## config.mk

```make
export PLATFORM = sky130hd
export DESIGN_NAME = dac_frame_scheduler
export DESIGN_NICKNAME = d
export VERILOG_FILES = /design/src/rtl/dac_ctrl_pkg.sv /design/src/rtl/dac_spi_shifter.sv /design/src/rtl/dac_frame_scheduler.sv
export SDC_FILE = /design/constraint.sdc
export NUM_CORES = 1
export LEC_CHECK = 0
export BUFFER_PORTS_ARGS = -buffer_cell sky130_fd_sc_hd__buf_2
export CAP_MARGIN = 20
export CORE_ASPECT_RATIO = 1.5
export CORE_MARGIN = 2
export CORE_UTILIZATION = 50
export CTS_BUF_LIST = sky130_fd_sc_hd__clkbuf_4
export DETAILED_ROUTE_END_ITERATION = 8
export GPL_TIMING_DRIVEN = 0
export PLACE_DENSITY = 0.78
export SYNTH_ARGS = -nofsm -noshare
export SYNTH_HDL_FRONTEND = slang
export SYNTH_SLANG_ARGS = --single-unit
```

## constraint.sdc

```tcl
create_clock -name clk_i -period 1.9 [get_ports clk_i]
set_input_delay 0.19 -clock clk_i [delete_from_list [all_inputs] [get_ports clk_i]]
set_output_delay 0.19 -clock clk_i [all_outputs]
set_load 0.02 [all_outputs]
```

## src/rtl/dac_ctrl_pkg.sv

```systemverilog
// Shared types, constants and frame builder for the DAC frame scheduler.
package dac_ctrl_pkg;

    typedef enum logic [1:0] {
        ST_INIT,
        ST_GAP,
        ST_ARB,
        ST_SEND
    } sched_state_e;

    localparam int          FRAME_BITS         = 32;
    localparam logic [3:0]  CMD_WR_UPD         = 4'h3;
    localparam logic [31:0] DEFAULT_SETUP_WORD = 32'h08000001;

    // Write-and-update frame: {pad, command, channel address, 12-bit code, don't-care byte}.
    function automatic logic [FRAME_BITS-1:0] build_frame(input logic [3:0]  ch,
                                                          input logic [11:0] sample);
        return {4'h0, CMD_WR_UPD, ch, sample, 8'h00};
    endfunction

endpackage

```

## src/rtl/dac_spi_shifter.sv

```systemverilog
// MSB-first SPI word shifter: cs low for FRAME_BITS*CLK_DIV cycles, sclk rises mid-bit.
module dac_spi_shifter
    import dac_ctrl_pkg::*;
#(
    parameter int CLK_DIV = 2
) (
    input  logic                  clk_i,
    input  logic                  rst_ni,
    input  logic                  load_i,
    input  logic [FRAME_BITS-1:0] word_i,
    output logic                  cs_o,
    output logic                  sclk_o,
    output logic                  mosi_o,
    output logic                  done_o,
    output logic                  active_o
);

    localparam int               DIV_W    = $clog2(CLK_DIV);
    localparam int               BIT_W    = $clog2(FRAME_BITS);
    localparam logic [DIV_W-1:0] DIV_LAST = DIV_W'(CLK_DIV - 1);
    localparam logic [DIV_W-1:0] DIV_HALF = DIV_W'(CLK_DIV / 2);
    localparam logic [BIT_W-1:0] BIT_LAST = BIT_W'(FRAME_BITS - 1);

    logic                  active_q, active_d;
    logic [DIV_W-1:0]      div_q, div_d;
    logic [BIT_W-1:0]      bit_q, bit_d;
    logic [FRAME_BITS-1:0] shreg_q, shreg_d;

    always_comb begin
        active_d = active_q;
        div_d    = div_q;
        bit_d    = bit_q;
        shreg_d  = shreg_q;
        if (load_i) begin
            active_d = 1'b1;
            shreg_d  = word_i;
            div_d    = DIV_LAST;
            bit_d    = BIT_LAST;
        end else if (active_q) begin
            if (div_q == '0) begin
                div_d   = DIV_LAST;
                shreg_d = {shreg_q[FRAME_BITS-2:0], 1'b0};
                if (bit_q == '0) begin
                    active_d = 1'b0;
                end else begin
                    bit_d = bit_q - 1'b1;
                end
            end else begin
                div_d = div_q - 1'b1;
            end
        end
    end

    always_ff @(posedge clk_i or negedge rst_ni) begin
        if (!rst_ni) begin
            active_q <= 1'b0;
            div_q    <= '0;
            bit_q    <= '0;
            shreg_q  <= '0;
        end else begin
            active_q <= active_d;
            div_q    <= div_d;
            bit_q    <= bit_d;
            shreg_q  <= shreg_d;
        end
    end

    // The divider counts down, so the upper half of its range is the sclk-low phase.
    assign cs_o     = ~active_q;
    assign sclk_o   = active_q && (div_q < DIV_HALF);
    assign mosi_o   = active_q & shreg_q[FRAME_BITS-1];
    assign done_o   = active_q && (div_q == '0) && (bit_q == '0);
    assign active_o = active_q;

endmodule

```

## src/rtl/dac_frame_scheduler.sv

```systemverilog
// Shares one serial DAC link among NUM_CH requesters: setup word after reset/reinit,
// then round-robin grants, one write/update frame per grant.
//
// state | meaning
// ------+---------------------------------------------------------------
// INIT  | shifting SETUP_WORD out; init_done is low
// SEND  | shifting the captured channel frame out
// GAP   | cs high for GAP_CYC cycles between frames
// ARB   | reinit pending -> INIT, else grant a requester, else idle
module dac_frame_scheduler
    import dac_ctrl_pkg::*;
#(
    parameter int          NUM_CH     = 4,
    parameter int          CLK_DIV    = 2,
    parameter int          GAP_CYC    = 2,
    parameter logic [31:0] SETUP_WORD = DEFAULT_SETUP_WORD
) (
    input  logic                 clk_i,
    input  logic                 rst_ni,
    input  logic [NUM_CH-1:0]    req_i,
    input  logic [12*NUM_CH-1:0] din_i,
    output logic [NUM_CH-1:0]    ack_o,
    input  logic                 reinit_i,
    output logic                 init_done_o,
    output logic                 busy_o,
    output logic                 cs_o,
    output logic                 sclk_o,
    output logic                 mosi_o
);

    localparam int               RR_W     = (NUM_CH > 1) ? $clog2(NUM_CH) : 1;
    localparam int               GAP_W    = (GAP_CYC > 1) ? $clog2(GAP_CYC) : 1;
    localparam logic [GAP_W-1:0] GAP_LAST = GAP_W'(GAP_CYC - 1);

    sched_state_e          state_q, state_d;
    logic [RR_W-1:0]       rr_q, rr_d;
    logic [GAP_W-1:0]      gap_q, gap_d;
    logic                  reinit_pend_q, reinit_pend_d;
    logic                  init_done_q, init_done_d;

    logic                  gnt_found;
    logic [RR_W-1:0]       gnt_ch;
    logic [RR_W-1:0]       cand;
    logic                  sh_load;
    logic [FRAME_BITS-1:0] sh_word;
    logic                  sh_done;
    logic                  sh_active;

    // Round-robin search starting at rr_q, wrapping modulo NUM_CH.
    always_comb begin
        gnt_found = 1'b0;
        gnt_ch    = '0;
        cand      = '0;
        for (int k = 0; k < NUM_CH; k++) begin
            cand = RR_W'((int'(rr_q) + k) % NUM_CH);
            if (!gnt_found && req_i[cand]) begin
                gnt_found = 1'b1;
                gnt_ch    = cand;
            end
        end
    end

    always_comb begin
        state_d       = state_q;
        rr_d          = rr_q;
        gap_d         = gap_q;
        init_done_d   = init_done_q;
        reinit_pend_d = reinit_pend_q | reinit_i;
        ack_o         = '0;
        busy_o        = 1'b1;
        sh_load       = 1'b0;
        sh_word       = SETUP_WORD;
        unique case (state_q)
            ST_INIT: begin
                if (!sh_active) begin
                    sh_load = 1'b1;
                end else if (sh_done) begin
                    state_d     = ST_GAP;
                    gap_d       = GAP_LAST;
                    init_done_d = 1'b1;
                end
            end
            ST_SEND: begin
                if (sh_done) begin
                    state_d = ST_GAP;
                    gap_d   = GAP_LAST;
                end
            end
            ST_GAP: begin
                if (gap_q == '0) begin
                    state_d = ST_ARB;
                end else begin
                    gap_d = gap_q - 1'b1;
                end
            end
            ST_ARB: begin
                if (reinit_pend_q) begin
                    state_d       = ST_INIT;
                    init_done_d   = 1'b0;
                    reinit_pend_d = reinit_i;
                end else if (gnt_found) begin
                    ack_o[gnt_ch] = 1'b1;
                    sh_load       = 1'b1;
                    sh_word       = build_frame(4'(gnt_ch),
                                                din_i[12*int'(gnt_ch) +: 12]);
                    rr_d          = RR_W'((int'(gnt_ch) + 1) % NUM_CH);
                    state_d       = ST_SEND;
                end else begin
                    busy_o = 1'b0;
                end
            end
            default: begin
                state_d = ST_INIT;
            end
        endcase
    end

    always_ff @(posedge clk_i or negedge rst_ni) begin
        if (!rst_ni) begin
            state_q       <= ST_INIT;
            rr_q          <= '0;
            gap_q         <= '0;
            reinit_pend_q <= 1'b0;
            init_done_q   <= 1'b0;
        end else begin
            state_q       <= state_d;
            rr_q          <= rr_d;
            gap_q         <= gap_d;
            reinit_pend_q <= reinit_pend_d;
            init_done_q   <= init_done_d;
        end
    end

    assign init_done_o = init_done_q;

    dac_spi_shifter #(
        .CLK_DIV (CLK_DIV)
    ) u_shifter (
        .clk_i    (clk_i),
        .rst_ni   (rst_ni),
        .load_i   (sh_load),
        .word_i   (sh_word),
        .cs_o     (cs_o),
        .sclk_o   (sclk_o),
        .mosi_o   (mosi_o),
        .done_o   (sh_done),
        .active_o (sh_active)
    );

endmodule

```

; Yosys cells after proc, flatten, opt, wreduce, memory -nomap -nowiden
; Cells that the tools add are included.
[op_classes]
shift = 1
bitwise_logic = 5
multipliers = 1
reduce_logical = 21
div_mod_pow = 0
order_cmp = 7
muxes = 60
n_eq_ne = 10
n_addsub = 7
[ops]
columns = op, count
row1 = 32-bit two-way mux, 3
row2 = 28-bit two-way mux, 3
row3 = 48-bit by 7-bit variable part select with 12-bit output, 1
row4 = 1-bit two-way mux, 29
row5 = 5-bit two-way mux, 4
row6 = 2-bit two-way mux, 9
row7 = "2-bit by 3-bit less-than comparator with 1-bit output, second input constant", 5
row8 = 4-bit two-way mux, 3
row9 = "2-bit != test, second input constant", 5
row10 = 3-bit AND reduction, 3
row11 = 1-bit binary-select mux with 2-bit select, 4
row12 = 2-bit case mux with 4 select lines, 1
row13 = 1-bit logical AND, 7
row14 = 5-bit logical NOT, 1
row15 = "5-bit by 1-bit subtractor with 5-bit output, second input constant", 1
row16 = "2-bit by 1-bit adder with 2-bit output, second input constant", 2
row17 = "2-bit adder, second input constant", 2
row18 = "2-bit == test, second input constant", 2
row19 = "2-bit by 2-bit multiplier with 4-bit output, first input constant", 1
row20 = 1-bit case mux with 2 select lines, 2
row21 = 2-bit AND reduction, 2
row22 = 4-bit AND reduction, 1
row23 = 2-bit nonzero test, 2
row24 = 1-bit logical NOT, 3
row25 = 13 further kinds, 16
[word_totals]
reg_bits = 46
output_inout_bits = 9
latchBits = 0
input_bits = 55
ramBits = 0
romBits = 0
mem_count = 0

; Depth between registers and ports, before layout
[depth]
word_depth = 19
depth_mapped = 9
mapped_depth_nobuf = 7

; Hierarchy
; From an unflattened synthesis, not the netlist that was laid out.
[hier_totals]
cells_unflattened = 288
hier_area_um2 = 2832.7
[modules_own_cells]
columns = module, cells_per_inst, area_per_inst_um2, instances
row1 = dac_spi_shifter, 178, 1834.3, 1
row2 = dac_frame_scheduler, 110, 998.5, 1

; Worst setup path after synthesis
; OpenSTA, ideal clock, no wires.
[synth_path]
path_kind = register -> register
start = register u_shifter.bit_q[0]
end = register state_q[0]
synth_period_minus_slack_ns = 1.863
path_stages_with_launch = 8
slack_ns = 0.037
arrival_time_ns = 1.738
cell_sequence = dfrtp_1 > inv_1 > ha_1 > or4b_4 > nor2_4 > or3_1 > nand4_2 > mux2_4
[synth_between]
elab_chain_cells = 5
[synth_rtl]
columns = element, line_no
row1 = start: declaration, dac_spi_shifter.sv:26  ; logic [BIT_W-1:0] bit_q, bit_d;
row2 = start signal: assignment, dac_spi_shifter.sv:63  ; bit_q <= bit_d;
row3 = 5-bit logical NOT (*), dac_spi_shifter.sv:72  ; assign done_o = active_q && (div_q == '0) && (bit_q == '0);
row4 = 1-bit logical AND (*), dac_spi_shifter.sv:72
row5 = 2-bit two-way mux (*), --
row6 = 2-bit two-way mux, --
row7 = 2-bit case mux with 4 select lines (*), --
row8 = end signal: assignment, dac_frame_scheduler.sv:126  ; state_q <= state_d;
row9 = end: declaration, dac_frame_scheduler.sv:35  ; sched_state_e state_q, state_d;
; Every way passes the cells marked *; elsewhere a longest branch is shown, timed or not. The select of a mux whose other input is x is not followed.
; A chain may end at the register's enable or synchronous reset.

; Final worst setup path
[layout_path]
start = register rr_q[1]
end = output ack_o[1]
[layout_between]
elab_chain_cells = 19
elab_cells_between_ends = 33
cone_classes = add/sub (3) / order compare (2) / mux (21) / reduce/logical (7)
[layout_rtl]
columns = element, line_no
row1 = start: declaration, dac_frame_scheduler.sv:36  ; logic [RR_W-1:0] rr_q, rr_d;
row2 = start signal: assignment, dac_frame_scheduler.sv:127  ; rr_q <= rr_d;
row3 = "parallel branches: the longest is 16 deep, another holds 2-bit by 3-bit less-than comparator with 1-bit output", --
row4 = 4-bit two-way mux (*), dac_frame_scheduler.sv:101  ; end else if (gnt_found) begin
row5 = 4-bit two-way mux (*), dac_frame_scheduler.sv:97  ; if (reinit_pend_q) begin
row6 = 4-bit two-way mux (*), dac_frame_scheduler.sv:73  ; unique case (state_q)
row7 = end: declaration, dac_frame_scheduler.sv:22  ; output logic [NUM_CH-1:0] ack_o,
; Mark *: on every way between the ends. The select of a mux whose other input is x is not followed.

==> key figures <==
Global routing
  – Initial antenna violation count: 0
  – Total global-route track usage: a little under a quarter
  – Largest net degree at the start of global routing: 47
  – First-pass GRT wire length: around 11,000 um
  – Grt ovf: 0
  – Number of global-route vias before repair: 2,597

Worst setup path
  – Kind of critical path: register to output pin
  – Critical Path Start Type: register
  – Reg2reg path depth: 7
  – Worst setup EP type: output pin
  – Worst path required time: ~1.7 ns
  – Top fanout value on the critical path: 4
  – Critical Path Source: rr_q[1]$_DFFE_PN0P_
  – Crit path DAT: ~2 ns
  – Worst r2r src: rr_q[1]$_DFFE_PN0P_

Clock network
  – CTS tree: built
  – Clock Tree Root: clkbuf_4
  – Clock tree buffer depth: 2
  – H-tree Lvls: 2
  – Worst-skew pair later-pin latency: 0.37 ns
  – CTS Buf Count: 5
  – CTS sink cnt: 46
  – Clock Pin Slew Worst Setup and Hold Paths: 0.13 ns

Synth
  – Post-Synth XOR/XNOR Area: 0.640%
  – Synth Cell Area: approximately 2700 um2
  – Main synth FF type: dfrtp_1
  – Yosys reg bits: 46
  – Number of synthesized flops with an enable pin: 0
  – Synth async-reset ratio: 100%
  – Syn_nets: around 390
  – Synth warnings: 0
  – Area contributors post-synth: dfrtp_1 (42%), nand2_1 (13%), mux2i_1 (6.2%)
  – Synth cell count leaders: nand2_1 (95), dfrtp_1 (46), a21oi_1 (21), o21ai_0 (18), mux2i_1 (17)
  – Area leader, netlist: dfrtp_1
  – Number of unique standard cell types used by synthesis: 44
  – Mux cell area share after synthesis: between 6 and 7%
  – Most common cell in the netlist: nand2_1
  – Post-synthesis cell count: 321
  – Sequential area share after synthesis: 42.0%
  – Post-synthesis adder-cell area fraction: under 10%
  – Yosys top cell area share: ~42%
  – Synth Area in Simple Gates: about a quarter
  – Avg Inst Size Synth: around 8.5 um2
  – Compound-cell area share of the yosys netlist: 16.9%
  – Largest family of logic cells by synthesized area: simple AND/OR/NAND/NOR gates

STA
  – Final hold slack: 0.168 ns
  – Period minus WS final: about 2.2 ns
  – Final Max Slew Viols: 0
  – Tcrit/Tclk final: 117%
  – Final worst slack: -0.329 ns
  – FMAX: between 0.4 and 0.5 GHz
  – RSZ-0062 raised after global routing: true
  – Final setup viols: 6
  – Rel. slew slack: about half
  – Worst slew pin tran: 0.765 ns
  – Clock Skews: between 0.01 and 0.015 ns
  – Final Hold Viols: 0

Cells and area
  – Layout area overhead: 34.1%
  – Final Core Density: between 60% and 70%
  – Layout cell share with drive strength beyond 1: 35.4%
  – Diode count: 0
  – Fin nets: ~480
  – Number of fill cells: slightly above 400

Routing
  – Vias: about 2,700
  – Via density: roughly 5.7
  – Detail Route Antenna Nets: 0
  – Drt total wl: ~7700 um
  – Post-detailed-route wirelength per cell: ~16 um
  – DR pass1 iterations: 5
  – Residual DRC count: 0
  – Initial DRC count: 139

Floorplan
  – Num rows: 33
  – Chip height: 94.6 um
  – Die width: ~64 um
  – Top-Level Pins: 64
  – Core area: approximately 5400 um2
  – Die ar.: 6100 um2
  – Starting Density: slightly above 50%

Power and ir drop
  – Sw frac: approximately 43%
  – Sequential share of power: between 30% and 40%
  – Clock power share: 12.9%
  – Pwr per Cell Area: approximately 1300 nW/um2
  – Gate power share: 53.5%
  – Sw Pwr: slightly above 2 mW
  – Peak VDD IR: around 0.8 mV
  – Cell-internal power: roughly 2.7 mW
  – Final Total Pwr: approximately 4.7 mW
  – P_leak: 1.78 nW

Run status
  – Failing checks: negative setup slack
  – Outcome: complete, but fails checks

Place
  – Gpl congestion: between 0.8 and 0.9
  – Pre-CTS WS: -0.371 ns
  – Final HPWL DP: 4770 um
  – # port buffers: 63

Hold path
  – WHS Path Cells: 3
  – Hold_sp: din_i[9]
  – Hold Path Class: primary input to register

Run
  – Max-cap viol count: 0
==> worst paths after layout <==
| kind | endpoint | slack (ns) |
|---|---|---|
| worst max-delay path | ack_o[1] | -0.33 |
| worst min-delay path | u_shifter.shreg_q[17]$_DFFE_PN0P_ | 0.17 |
| worst max register to register | u_shifter.shreg_q[11]$_DFFE_PN0P_ | -0.06 |
| worst min register to register | u_shifter.shreg_q[31]$_DFFE_PN0P_ | 0.53 |
| max in group asynchronous | u_shifter.active_o$_DFF_PN0_ | 1.03 |
| min in group asynchronous | u_shifter.shreg_q[9]$_DFFE_PN0P_ | 0.36 |
==> registers in the layout (all words and copies together), names as in the netlist <==
register	flops
u_shifter.shreg_q	32
u_shifter.bit_q	5
rr_q	2
state_q	2
gap_q	1
init_done_o	1
reinit_pend_q	1
u_shifter.active_o	1
u_shifter.div_q	1
==> through the flow <==
step	instances	area, um2	TNS, ns
2_1_floorplan	321	2740	0
6_report	485	3670	-1.31
4_1_cts	475	3450	-1.95
5_1_grt	485	3670	-2.48
3_5_place_dp	454	3140	-5.98
3_3_place_gp	454	3140	-4.99
==> layout make-up <==
| cell class | instances | area (um2) | share of cell area [%] |
|---|---|---|---|
| repair buffers | 87 | 569 | 15.5 |
| flip-flops and latches | 46 | 1150 | 31.4 |
| multi-input cells | 244 | 1610 | 43.8 |
| inverters | 12 | 51.3 | 1.40 |
| plain buffers | 18 | 120 | 3.27 |
| clock buffers | 5 | 37.5 | 1.02 |
| clock inverters | 3 | 43.8 | 1.19 |
| well taps | 70 | 87.6 | 2.38 |
==> metal layers <==
layer  vias up  GRT usage [%]  routed length [um]
li1       1283              -                   -
met1      1304           25.7                2830
met2       130           44.3                4160
met3        31           2.98                 385
met4         0           10.3                 335
met5         -              0                   0
==> cell families (layout without fill, tap and decap cells) <==
group | Yosys count | count (layout)
mux | 18 | 18
buf+inv | 31 | 125
simple gates | 141 | 141
flops | 46 | 46
fa+ha+maj | 10 | 10
compound gates | 73 | 73
xor+xnor | 2 | 2
==> layout by cell type, fill, tap and decap left out, types with 3 or more instances in the layout <==
| master | netlist | layout |
|---|---|---|
| a21boi_0 | 12 | 12 |
| o311ai_1 | 7 | 11 |
| ha_1 | 10 | 4 |
| ha_4 | 0 | 5 |
| nor2_1 | 8 | 5 |
| a21oi_1 | 21 | 20 |
| o21ai_1 | 1 | 4 |
| nand2b_1 | 3 | 3 |
| and2_4 | 0 | 5 |
| clkbuf_4 | 0 | 6 |
| inv_1 | 11 | 6 |
| nor2_4 | 2 | 3 |
| mux2i_1 | 17 | 16 |
| and3_1 | 12 | 12 |
| buf_2 | 4 | 63 |
| o21ai_0 | 18 | 11 |
| buf_4 | 0 | 17 |
| clkbuf_2 | 1 | 4 |
| dfrtp_1 | 46 | 44 |
| buf_6 | 1 | 10 |
| clkbuf_1 | 9 | 4 |
| nand2_1 | 95 | 94 |
| o21ai_2 | 0 | 4 |
| inv_2 | 0 | 3 |
==> worst max-delay path, cell delays in order (launching register included) <==
cell,delay [ns]
dfrtp_2,0.45
mux2i_2,0.26
nor2_2,0.10
nor3_2,0.23
buf_6,0.18
buf_12,0.10
ha_4,0.11
and2_4,0.13
buf_6,0.11
==> power by group through the flow <==
stage	clock [mW]	sequential [mW]	combinational, mW
after floorplan	0	1.54	1.47
after global placement	0	1.57	1.87
after detailed placement	0	1.59	1.94
after CTS	0.617	1.56	2.24
after global routing	0.657	1.64	2.77
final	0.611	1.60	2.54
==> timing repair <==
| item | in CTS | in global routing |
|---|---|---|
| endpoints found under the hold margin | 0 | 23 |
| cloned | 0 | 1 |
| setup buffers | 14 | 6 |
| hold buffers | 0 | 2 |
| resized for setup | 41 | 49 |
| pin swaps | 6 | 7 |
| setup endpoints to repair | 40 | 34 |
Note: power is estimated with default switching activity, not from simulation.
